### src/rtl/sm83_alu_ctl.sv
// sm83_alu_ctl - sequencer for a 4-bit, two-pass SM83-style ALU.
// An 8-bit operation is run as: load A, load B, low nibble, high nibble, done.
// The controller drives the ALU input bus and strobes, captures the low-nibble
// carry (hc) and builds the {Z,N,H,C} flags from the ALU carry/zero outputs.
//
// Configuration macro: SM83_ALU_CTL_CHAIN_EN
//   undefined (default): DONE always returns to IDLE, one request per 6 cycles.
//   defined            : a request may also be accepted in DONE and goes straight
//                        to LOAD_A, giving one request per 5 cycles.
module sm83_alu_ctl (
    input  logic       clk_i,
    input  logic       reset_i,
    input  logic       start_i,
    input  logic [2:0] op_i,
    input  logic [7:0] a_val_i,
    input  logic [7:0] b_val_i,
    output logic       ready_o,
    output logic       done_o,
    output logic [7:0] result_o,
    output logic [3:0] flags_o,
    output logic [7:0] alu_din_o,
    output logic       alu_load_a_o,
    output logic       alu_load_b_o,
    output logic       alu_shift_oe_o,
    output logic       alu_result_oe_o,
    output logic       alu_op_low_o,
    output logic       alu_op_b_high_o,
    output logic       alu_negate_o,
    output logic       alu_carry_in_o,
    output logic       alu_no_carry_out_o,
    output logic       alu_force_carry_o,
    output logic       alu_ignore_carry_o,
    input  logic       alu_carry_i,
    input  logic       alu_zero_i,
    input  logic [7:0] alu_dout_i
);

    localparam logic [2:0] OP_ADD = 3'd0;
    localparam logic [2:0] OP_ADC = 3'd1;
    localparam logic [2:0] OP_SUB = 3'd2;
    localparam logic [2:0] OP_SBC = 3'd3;
    localparam logic [2:0] OP_AND = 3'd4;
    localparam logic [2:0] OP_XOR = 3'd5;
    localparam logic [2:0] OP_OR  = 3'd6;
    localparam logic [2:0] OP_CP  = 3'd7;

    typedef enum logic [2:0] {
        S_IDLE   = 3'd0,
        S_LOAD_A = 3'd1,
        S_LOAD_B = 3'd2,
        S_LOW    = 3'd3,
        S_HIGH   = 3'd4,
        S_DONE   = 3'd5
    } state_t;

    // Subtract-class ops run the ALU with B inverted and report inverted carries.
    function automatic logic op_is_sub(input logic [2:0] op);
        return (op == OP_SUB) || (op == OP_SBC) || (op == OP_CP);
    endfunction

    // Bitwise ops ignore the nibble carry chain and use fixed flag values.
    function automatic logic op_is_logic(input logic [2:0] op);
        return (op == OP_AND) || (op == OP_XOR) || (op == OP_OR);
    endfunction

    // Carry-in for the low nibble (and for both nibbles of a bitwise op).
    function automatic logic op_const_cin(input logic [2:0] op, input logic c_flag);
        logic cin;
        case (op)
            OP_ADD:  cin = 1'b0;
            OP_ADC:  cin = c_flag;
            OP_SUB:  cin = 1'b1;
            OP_SBC:  cin = ~c_flag;
            OP_AND:  cin = 1'b1;
            OP_XOR:  cin = 1'b0;
            OP_OR:   cin = 1'b0;
            OP_CP:   cin = 1'b1;
            default: cin = 1'b0;
        endcase
        return cin;
    endfunction

    state_t     state_q, state_d;
    logic [2:0] op_q, op_d;
    logic [7:0] a_q, a_d;
    logic [7:0] b_q, b_d;
    logic       hc_q, hc_d;
    logic [7:0] result_q, result_d;
    logic [3:0] flags_q, flags_d;
    logic       done_q, done_d;

    logic [7:0] din_q, din_d;
    logic       load_a_q, load_a_d;
    logic       load_b_q, load_b_d;
    logic       shift_oe_q, shift_oe_d;
    logic       result_oe_q, result_oe_d;
    logic       op_low_q, op_low_d;
    logic       op_b_high_q, op_b_high_d;
    logic       negate_q, negate_d;
    logic       carry_in_q, carry_in_d;
    logic       no_cout_q, no_cout_d;
    logic       force_c_q, force_c_d;
    logic       ignore_c_q, ignore_c_d;

    logic       ready_state_s;
    logic       accept_s;

    // States in which a new request may be taken.
    always_comb begin
`ifdef SM83_ALU_CTL_CHAIN_EN
        ready_state_s = (state_q == S_IDLE) || (state_q == S_DONE);
`else
        ready_state_s = (state_q == S_IDLE);
`endif
        accept_s = start_i && ready_state_s;
    end

    // Next-state logic for the fixed five-step sequence.
    always_comb begin
        state_d = state_q;
        case (state_q)
            S_IDLE: begin
                if (start_i) begin
                    state_d = S_LOAD_A;
                end else begin
                    state_d = S_IDLE;
                end
            end
            S_LOAD_A: state_d = S_LOAD_B;
            S_LOAD_B: state_d = S_LOW;
            S_LOW:    state_d = S_HIGH;
            S_HIGH:   state_d = S_DONE;
            S_DONE: begin
`ifdef SM83_ALU_CTL_CHAIN_EN
                if (start_i) begin
                    state_d = S_LOAD_A;
                end else begin
                    state_d = S_IDLE;
                end
`else
                state_d = S_IDLE;
`endif
            end
            default: state_d = S_IDLE;
        endcase
    end

    // Operand capture on the accepting edge and low-nibble carry capture.
    always_comb begin
        if (accept_s) begin
            op_d = op_i;
            a_d  = a_val_i;
            b_d  = b_val_i;
        end else begin
            op_d = op_q;
            a_d  = a_q;
            b_d  = b_q;
        end
        if (state_q == S_LOW) begin
            hc_d = alu_carry_i;
        end else begin
            hc_d = hc_q;
        end
    end

    // Result and flag update on the edge leaving HIGH.
    always_comb begin
        result_d = result_q;
        flags_d  = flags_q;
        if (state_q == S_HIGH) begin
            if (op_q != OP_CP) begin
                result_d = alu_dout_i;
            end else begin
                result_d = result_q;
            end
            if (op_is_logic(op_q)) begin
                flags_d = {alu_zero_i, 1'b0, (op_q == OP_AND), 1'b0};
            end else if (op_is_sub(op_q)) begin
                flags_d = {alu_zero_i, 1'b1, ~hc_q, ~alu_carry_i};
            end else begin
                flags_d = {alu_zero_i, 1'b0, hc_q, alu_carry_i};
            end
        end else begin
            result_d = result_q;
            flags_d  = flags_q;
        end
    end

    // ALU bus and strobe decode for the state being entered, so outputs are registered.
    always_comb begin
        din_d       = 8'h00;
        load_a_d    = 1'b0;
        load_b_d    = 1'b0;
        shift_oe_d  = 1'b0;
        result_oe_d = 1'b0;
        op_low_d    = 1'b0;
        op_b_high_d = 1'b0;
        negate_d    = 1'b0;
        carry_in_d  = 1'b0;
        no_cout_d   = 1'b0;
        force_c_d   = 1'b0;
        ignore_c_d  = 1'b0;
        done_d      = (state_d == S_DONE);
        case (state_d)
            S_LOAD_A: begin
                din_d      = a_d;
                shift_oe_d = 1'b1;
                load_a_d   = 1'b1;
            end
            S_LOAD_B: begin
                din_d      = b_d;
                shift_oe_d = 1'b1;
                load_b_d   = 1'b1;
            end
            S_LOW: begin
                op_low_d   = 1'b1;
                negate_d   = op_is_sub(op_d);
                force_c_d  = (op_d == OP_AND);
                no_cout_d  = (op_d == OP_XOR);
                ignore_c_d = (op_d == OP_OR);
                carry_in_d = op_const_cin(op_d, flags_q[0]);
            end
            S_HIGH: begin
                op_b_high_d = 1'b1;
                result_oe_d = 1'b1;
                negate_d    = op_is_sub(op_d);
                force_c_d   = (op_d == OP_AND);
                no_cout_d   = (op_d == OP_XOR);
                ignore_c_d  = (op_d == OP_OR);
                if (op_is_logic(op_d)) begin
                    carry_in_d = op_const_cin(op_d, flags_q[0]);
                end else begin
                    // High nibble continues the chain from the low-nibble carry.
                    carry_in_d = hc_d;
                end
            end
            default: begin
                din_d = 8'h00;
            end
        endcase
    end

    // State, datapath and output registers with asynchronous reset.
    always_ff @(posedge clk_i or posedge reset_i) begin
        if (reset_i) begin
            state_q     <= S_IDLE;
            op_q        <= 3'd0;
            a_q         <= 8'h00;
            b_q         <= 8'h00;
            hc_q        <= 1'b0;
            result_q    <= 8'h00;
            flags_q     <= 4'b0000;
            done_q      <= 1'b0;
            din_q       <= 8'h00;
            load_a_q    <= 1'b0;
            load_b_q    <= 1'b0;
            shift_oe_q  <= 1'b0;
            result_oe_q <= 1'b0;
            op_low_q    <= 1'b0;
            op_b_high_q <= 1'b0;
            negate_q    <= 1'b0;
            carry_in_q  <= 1'b0;
            no_cout_q   <= 1'b0;
            force_c_q   <= 1'b0;
            ignore_c_q  <= 1'b0;
        end else begin
            state_q     <= state_d;
            op_q        <= op_d;
            a_q         <= a_d;
            b_q         <= b_d;
            hc_q        <= hc_d;
            result_q    <= result_d;
            flags_q     <= flags_d;
            done_q      <= done_d;
            din_q       <= din_d;
            load_a_q    <= load_a_d;
            load_b_q    <= load_b_d;
            shift_oe_q  <= shift_oe_d;
            result_oe_q <= result_oe_d;
            op_low_q    <= op_low_d;
            op_b_high_q <= op_b_high_d;
            negate_q    <= negate_d;
            carry_in_q  <= carry_in_d;
            no_cout_q   <= no_cout_d;
            force_c_q   <= force_c_d;
            ignore_c_q  <= ignore_c_d;
        end
    end

    // ready is gated by reset so it is low during reset and high right after release.
    assign ready_o            = ready_state_s && !reset_i;
    assign done_o             = done_q;
    assign result_o           = result_q;
    assign flags_o            = flags_q;
    assign alu_din_o          = din_q;
    assign alu_load_a_o       = load_a_q;
    assign alu_load_b_o       = load_b_q;
    assign alu_shift_oe_o     = shift_oe_q;
    assign alu_result_oe_o    = result_oe_q;
    assign alu_op_low_o       = op_low_q;
    assign alu_op_b_high_o    = op_b_high_q;
    assign alu_negate_o       = negate_q;
    assign alu_carry_in_o     = carry_in_q;
    assign alu_no_carry_out_o = no_cout_q;
    assign alu_force_carry_o  = force_c_q;
    assign alu_ignore_carry_o = ignore_c_q;

endmodule

### config.mk
export PLATFORM = sky130hd
export DESIGN_NAME = sm83_alu_ctl
export DESIGN_NICKNAME = d
export VERILOG_FILES = /design/src/rtl/sm83_alu_ctl.sv
export SDC_FILE = /design/constraint.sdc
export NUM_CORES = 1
export LEC_CHECK = 0
export BUFFER_PORTS_ARGS = -buffer_cell sky130_fd_sc_hd__buf_2
export CAP_MARGIN = 20
export CORE_MARGIN = 2
export CORE_UTILIZATION = 52
export CTS_CLUSTER_DIAMETER = 100
export DETAILED_ROUTE_END_ITERATION = 8
export GPL_TIMING_DRIVEN = 1
export PLACE_DENSITY = 0.82
export SLEW_MARGIN = 30
export SYNTH_ARGS = -nofsm -noshare
export SYNTH_HDL_FRONTEND = slang
export SYNTH_SLANG_ARGS = --single-unit
export TNS_END_PERCENT = 30
### constraint.sdc
create_clock -name clk_i -period 3.45 [get_ports clk_i]
set_input_delay 0.345 -clock clk_i [delete_from_list [all_inputs] [get_ports clk_i]]
set_output_delay 0.345 -clock clk_i [all_outputs]
set_load 0.005 [all_outputs]
# Word level (Yosys, flattened, before mapping)
# Cells that the tools add are included.
[classes]
eq_ne = 23
n_mux = 21
n_bitwise = 3
reduce_logical = 18
[ops]
columns = ["operator", "n"]
rows = [
  ["$eq A3 B3 Y1 const B", 11],
  ["$eq A3 B2 Y1 const B", 8],
  ["$mux W8", 2],
  ["$pmux W8 S2", 1],
  ["$pmux W3 S5", 1],
  ["$mux W1", 12],
  ["$eq A3 B1 Y1 const B", 3],
  ["$mux W3", 3],
  ["$logic_or A1 B1 Y1", 8],
  ["$logic_not A3 Y1", 2],
  ["$reduce_or A3 Y1", 2],
  ["$pmux W1 S4", 1],
  ["$reduce_or A2 Y1", 2],
  ["$ne A3 B3 Y1 const B", 1],
  ["$not A1 Y1", 3],
  ["$logic_and A1 B1 Y1", 2],
  ["$pmux W1 S2", 1],
  ["$reduce_and A2 Y1", 1],
  ["$logic_not A1 Y1", 1],
]
[word_totals]
reg_bits = 54
inputBits = 32
out_inout_bits = 33
word_cells = 84

# Logic depth before layout (Yosys ltp)
[depth]
depth_word = 8
ltp_mapped = 6
depth_no_buf = 4

# Least setup slack after synthesis
# No wires, ideal clock.
[synth_path]
path_kind = "register -> register"
start = "reg state_q[0]"
end = "reg din_q[0] (netlist: alu_din_o[0])"
setup_time_ns = 0.121
arrival_ns = 1.579
t_required_ns = 3.329
slack_ns = 1.750
stages_incl_launch_ff = 6
n_path_buf = 2
period_less_slack_ns = 1.700
cell_sequence = "dfrtp_1 > buf_6 > nor4b_4 > buf_6 > mux2_4 > a22o_1"
[synth_via]
elab_chain_cells = 4
word_cells_on_any_way = 12
cone_classes = "6 x eq/ne; 4 x mux; 2 x reduce/logical"
[synth_rtl]
columns = ["element", "line_no", "text"]
rows = [
  ["start: declaration", "83", "state_t state_q, state_d;"],
  ["start signal: assignment", "267", "state_q <= state_d;"],
  ["$logic_not A3 Y1", "113", "ready_state_s = (state_q == S_IDLE);"],
  ["$logic_and A1 B1 Y1", "115", "accept_s = start_i && ready_state_s;"],
  ["$mux W8", "150", "if (accept_s) begin"],
  ["net b_d[0]", "86", "logic [7:0] b_q, b_d;"],
  ["$pmux W8 S2", "204", "case (state_d)"],
  ["net din_d[0]", "92", "logic [7:0] din_q, din_d;"],
  ["end signal: assignment", "275", "din_q <= din_d;"],
  ["end: declaration", "92", ""],
]
# The timed path passes the listed nets, and every way through them passes these cells.
# A chain may end at the register's enable or synchronous reset.

# Worst setup path in the final report
[layout_path]
start = "reg state_q[0]"
end = "reg din_q[7] (netlist: alu_din_o[7])"
# The elaborated chain is that of the path after synthesis.

==> impl_metrics.toml <==
[grt]
antenna_found_initial = 0
track_usage = 0.195
grt_overflow = 0
grt_pass1_vias = 1260
grt_max_degree = 47
grt_first_pass_wirelength_um = 6040

[placed_design]
dp_hpwl_um = 2670
portBuffers = 64
gp_congestion = 0.783
pre_cts_slack_ps = 1600

[setup_path]
crit_chain = "nor4b_4 > buf_4 > mux2_2 > a22o_1"
worstPathArrival_ps = 2130
rrSetupSlack_ps = 1580
critPathKind = "reg -> reg"
cp-start-kind = "flip-flop"
path_buf_inv = 1
reg2regPathDepth = 4
cp_num_cells = 4
cp-endpoint = "alu_din_o[7]$_DFF_PP0_"
crit_path_top_delay_cell = "dfrtp_1"
reg2reg_to = "alu_din_o[7]$_DFF_PP0_"
worst_path_largest_cell_delay_ps = 510
critPathTopFamily = "flip-flops"
rr_startpoint = "state_q[0]$_DFF_PP0_"
crit_path_start = "state_q[0]$_DFF_PP0_"
critPathMaxFanout = 25
required_ps = 3720
critPathCaptureType = "flip-flop"

[die]
die_area_sq_um = 4130
die_w_um = 64.3
placementRows = 21
die_h_um = 64.3
fp.coreArea_sq_um = 3420
initial_core_util = 0.553
ioPinCount = 65

[synth]
ys_types = 34
yosysWarnings = 0
synth_area_sq_um = 1890
synth_top_family_by_area = "multiplexers"
synth_compound_area_frac = 0.0781
synth_xor_area_frac = 0.0139
netlist_instances = 139
ys_seq_area_frac = 0.609
avgSynthCellArea_sq_um = 13.6
synth-seq-cells = 46
synth_enable_flop_cells = 0
synthAdderAreaFrac = 0
synthMuxAreaShare = 0.129
synth_nets = 171
synthFlopType = "dfrtp_1"
synth-simple-area-share = 0.105
async_flop_share = 1.00

[clock_tree]
ctsResizeCount = 0
postCtsHoldBufs = 0
clockBufferDepth = 2
htree_levels = 2
cts_sinks = 46
clk_pin_slew_ps = 130
clk_latency_ps = 360
cts_buffers = 5
cts_setup_buffers = 0
root_buffer = "clkbuf_4"
tritoncts = "yes"

[cells_and_area]
antennaDiodeCount = 0
synthToLayoutAreaGrowth_pct = 18.9
layout_common_cells = "buf_2, dfrtp_1, nand2_1, mux2_2, a22o_1"
drive_above_1_share = 0.480
mostFrequentLayoutCell = "buf_2"
layout.nets = 233

[sta]
whs_ps = 82.8
rsz0062_at_grt = "false"
skew_ps = 7.51
fin_setup_tns_ps = 0
finalSetupViolations = 0
min_period_over_period = 0.541
timing.slew.headroom = 0.499
hold_violations = 0
final.min_clock_period_ps = 1870
worst_slack_ps = 1580
slew_violations = 0
max_freq_mhz = 536
tightest_slew_ps = 751

[route]
drt_wl_total_um = 3590
drcViolationCount = 0
post_drt_wl_per_cell_um = 14.5
vias_per_cell = 5.02
dr.pass1.iters = 4
drt_iter0_markers = 23
final_antenna_net_count = 0
via_count = 1244

[worst_hold_path]
hp-class = "in -> async"

[outcome]
status = "finished, final reports clean"

[power_and_ir_drop]
power.density_nw_per_um2 = 882
p_leak_nw = 1.18
p_total_mw = 1.98
vdd_drop_max_mv = 0.397

[run]
maxCapViolCount = 0
-- sequential cells by signal, summed over array words and instances, names as in the netlist --
name,count
alu_load_b_o,1
result_o,8
alu_load_a_o,1
done_o,1
flags_o,4
alu_carry_in_o,1
hc_q,1
state_q,3
alu_din_o,8
alu_negate_o,1
alu_op_b_high_o,1
alu_shift_oe_o,1
alu_ignore_carry_o,1
op_q,3
b_q,8
alu_no_carry_out_o,1
alu_op_low_o,1
alu_force_carry_o,1
-- kinds of logic (layout without fill, tap and decap cells) --
family / count (synthesis) / count (layout)
AOI/OAI and AO/OA: 20 / 20
xor gates and xnor gates: 3 / 3
buffers and inverters: 14 / 77
DFF: 46 / 46
muxes: 20 / 20
and+or+nand+nor: 36 / 36
-- power by group --
group | internal, mW | switching, mW | leakage (nW) | total, mW
Clock | 0.153 | 0.168 | 0.0385 | 0.321
Sequential | 0.779 | 0.160 | 0.576 | 0.939
Combinational | 0.398 | 0.326 | 0.569 | 0.724
Total | 1.33 | 0.654 | 1.18 | 1.98
-- how the worst min path moves through the flow --
stage / from / endpoint / slack (ps) / cells after the start
floorplan: hc_q$_DFF_PP0_ / hc_q$_DFF_PP0_ / 470 / 2
global placement: flags_o[1]$_DFFE_PP0P_ / flags_o[1]$_DFFE_PP0P_ / 460 / 2
detailed placement: flags_o[2]$_DFFE_PP0P_ / flags_o[2]$_DFFE_PP0P_ / 470 / 2
CTS: a_val_i[3] / alu_din_o[3]$_DFF_PP0_ / 180 / 2
global route: reset_i / alu_din_o[5]$_DFF_PP0_ / 130 / 2
finish: reset_i / alu_din_o[7]$_DFF_PP0_ / 80 / 2
-- cell usage after synthesis, drive strengths merged, types with 2 or more instances --
library cell | n | area share
clkbuf | 2 | 0.015
xor2 | 2 | 0.0093
dfrtp | 46 | 0.61
inv | 3 | 0.0060
nand2 | 16 | 0.033
a22o | 8 | 0.037
and2b | 2 | 0.0086
nand3b | 2 | 0.0079
nor2 | 5 | 0.0099
nand2b | 3 | 0.0099
nor3 | 2 | 0.0053
mux2 | 20 | 0.13
buf | 8 | 0.042
o21ai | 6 | 0.016
-- routing by layer --
metal	vias to the layer above	track usage	share of wire
met5	-	0	0
met4	0	0.0771	0.013
met3	5	0.0739	0.079
met2	54	0.310	0.48
met1	589	0.240	0.42
li1	596	-	-
-- final cells by class --
class / count / area (sq um)
timing repair buffer: 65 / 328
inverter: 4 / 16.3
tap: 46 / 57.6
sequential: 46 / 1150
fill: 290 / 1170
multi-input combinational: 79 / 617
clock buffer: 6 / 41.3
clock inverter: 2 / 37.5
-- stage by stage --
step	utilization	instance area (sq um)	std cells
floorplan	-	1890	139
global placement	0.635	2170	240
detailed placement	0.635	2170	240
CTS	0.658	2250	248
global route	0.658	2250	248
finish	0.658	2250	248
No activity file was read; power rests on OpenSTA's default activity.
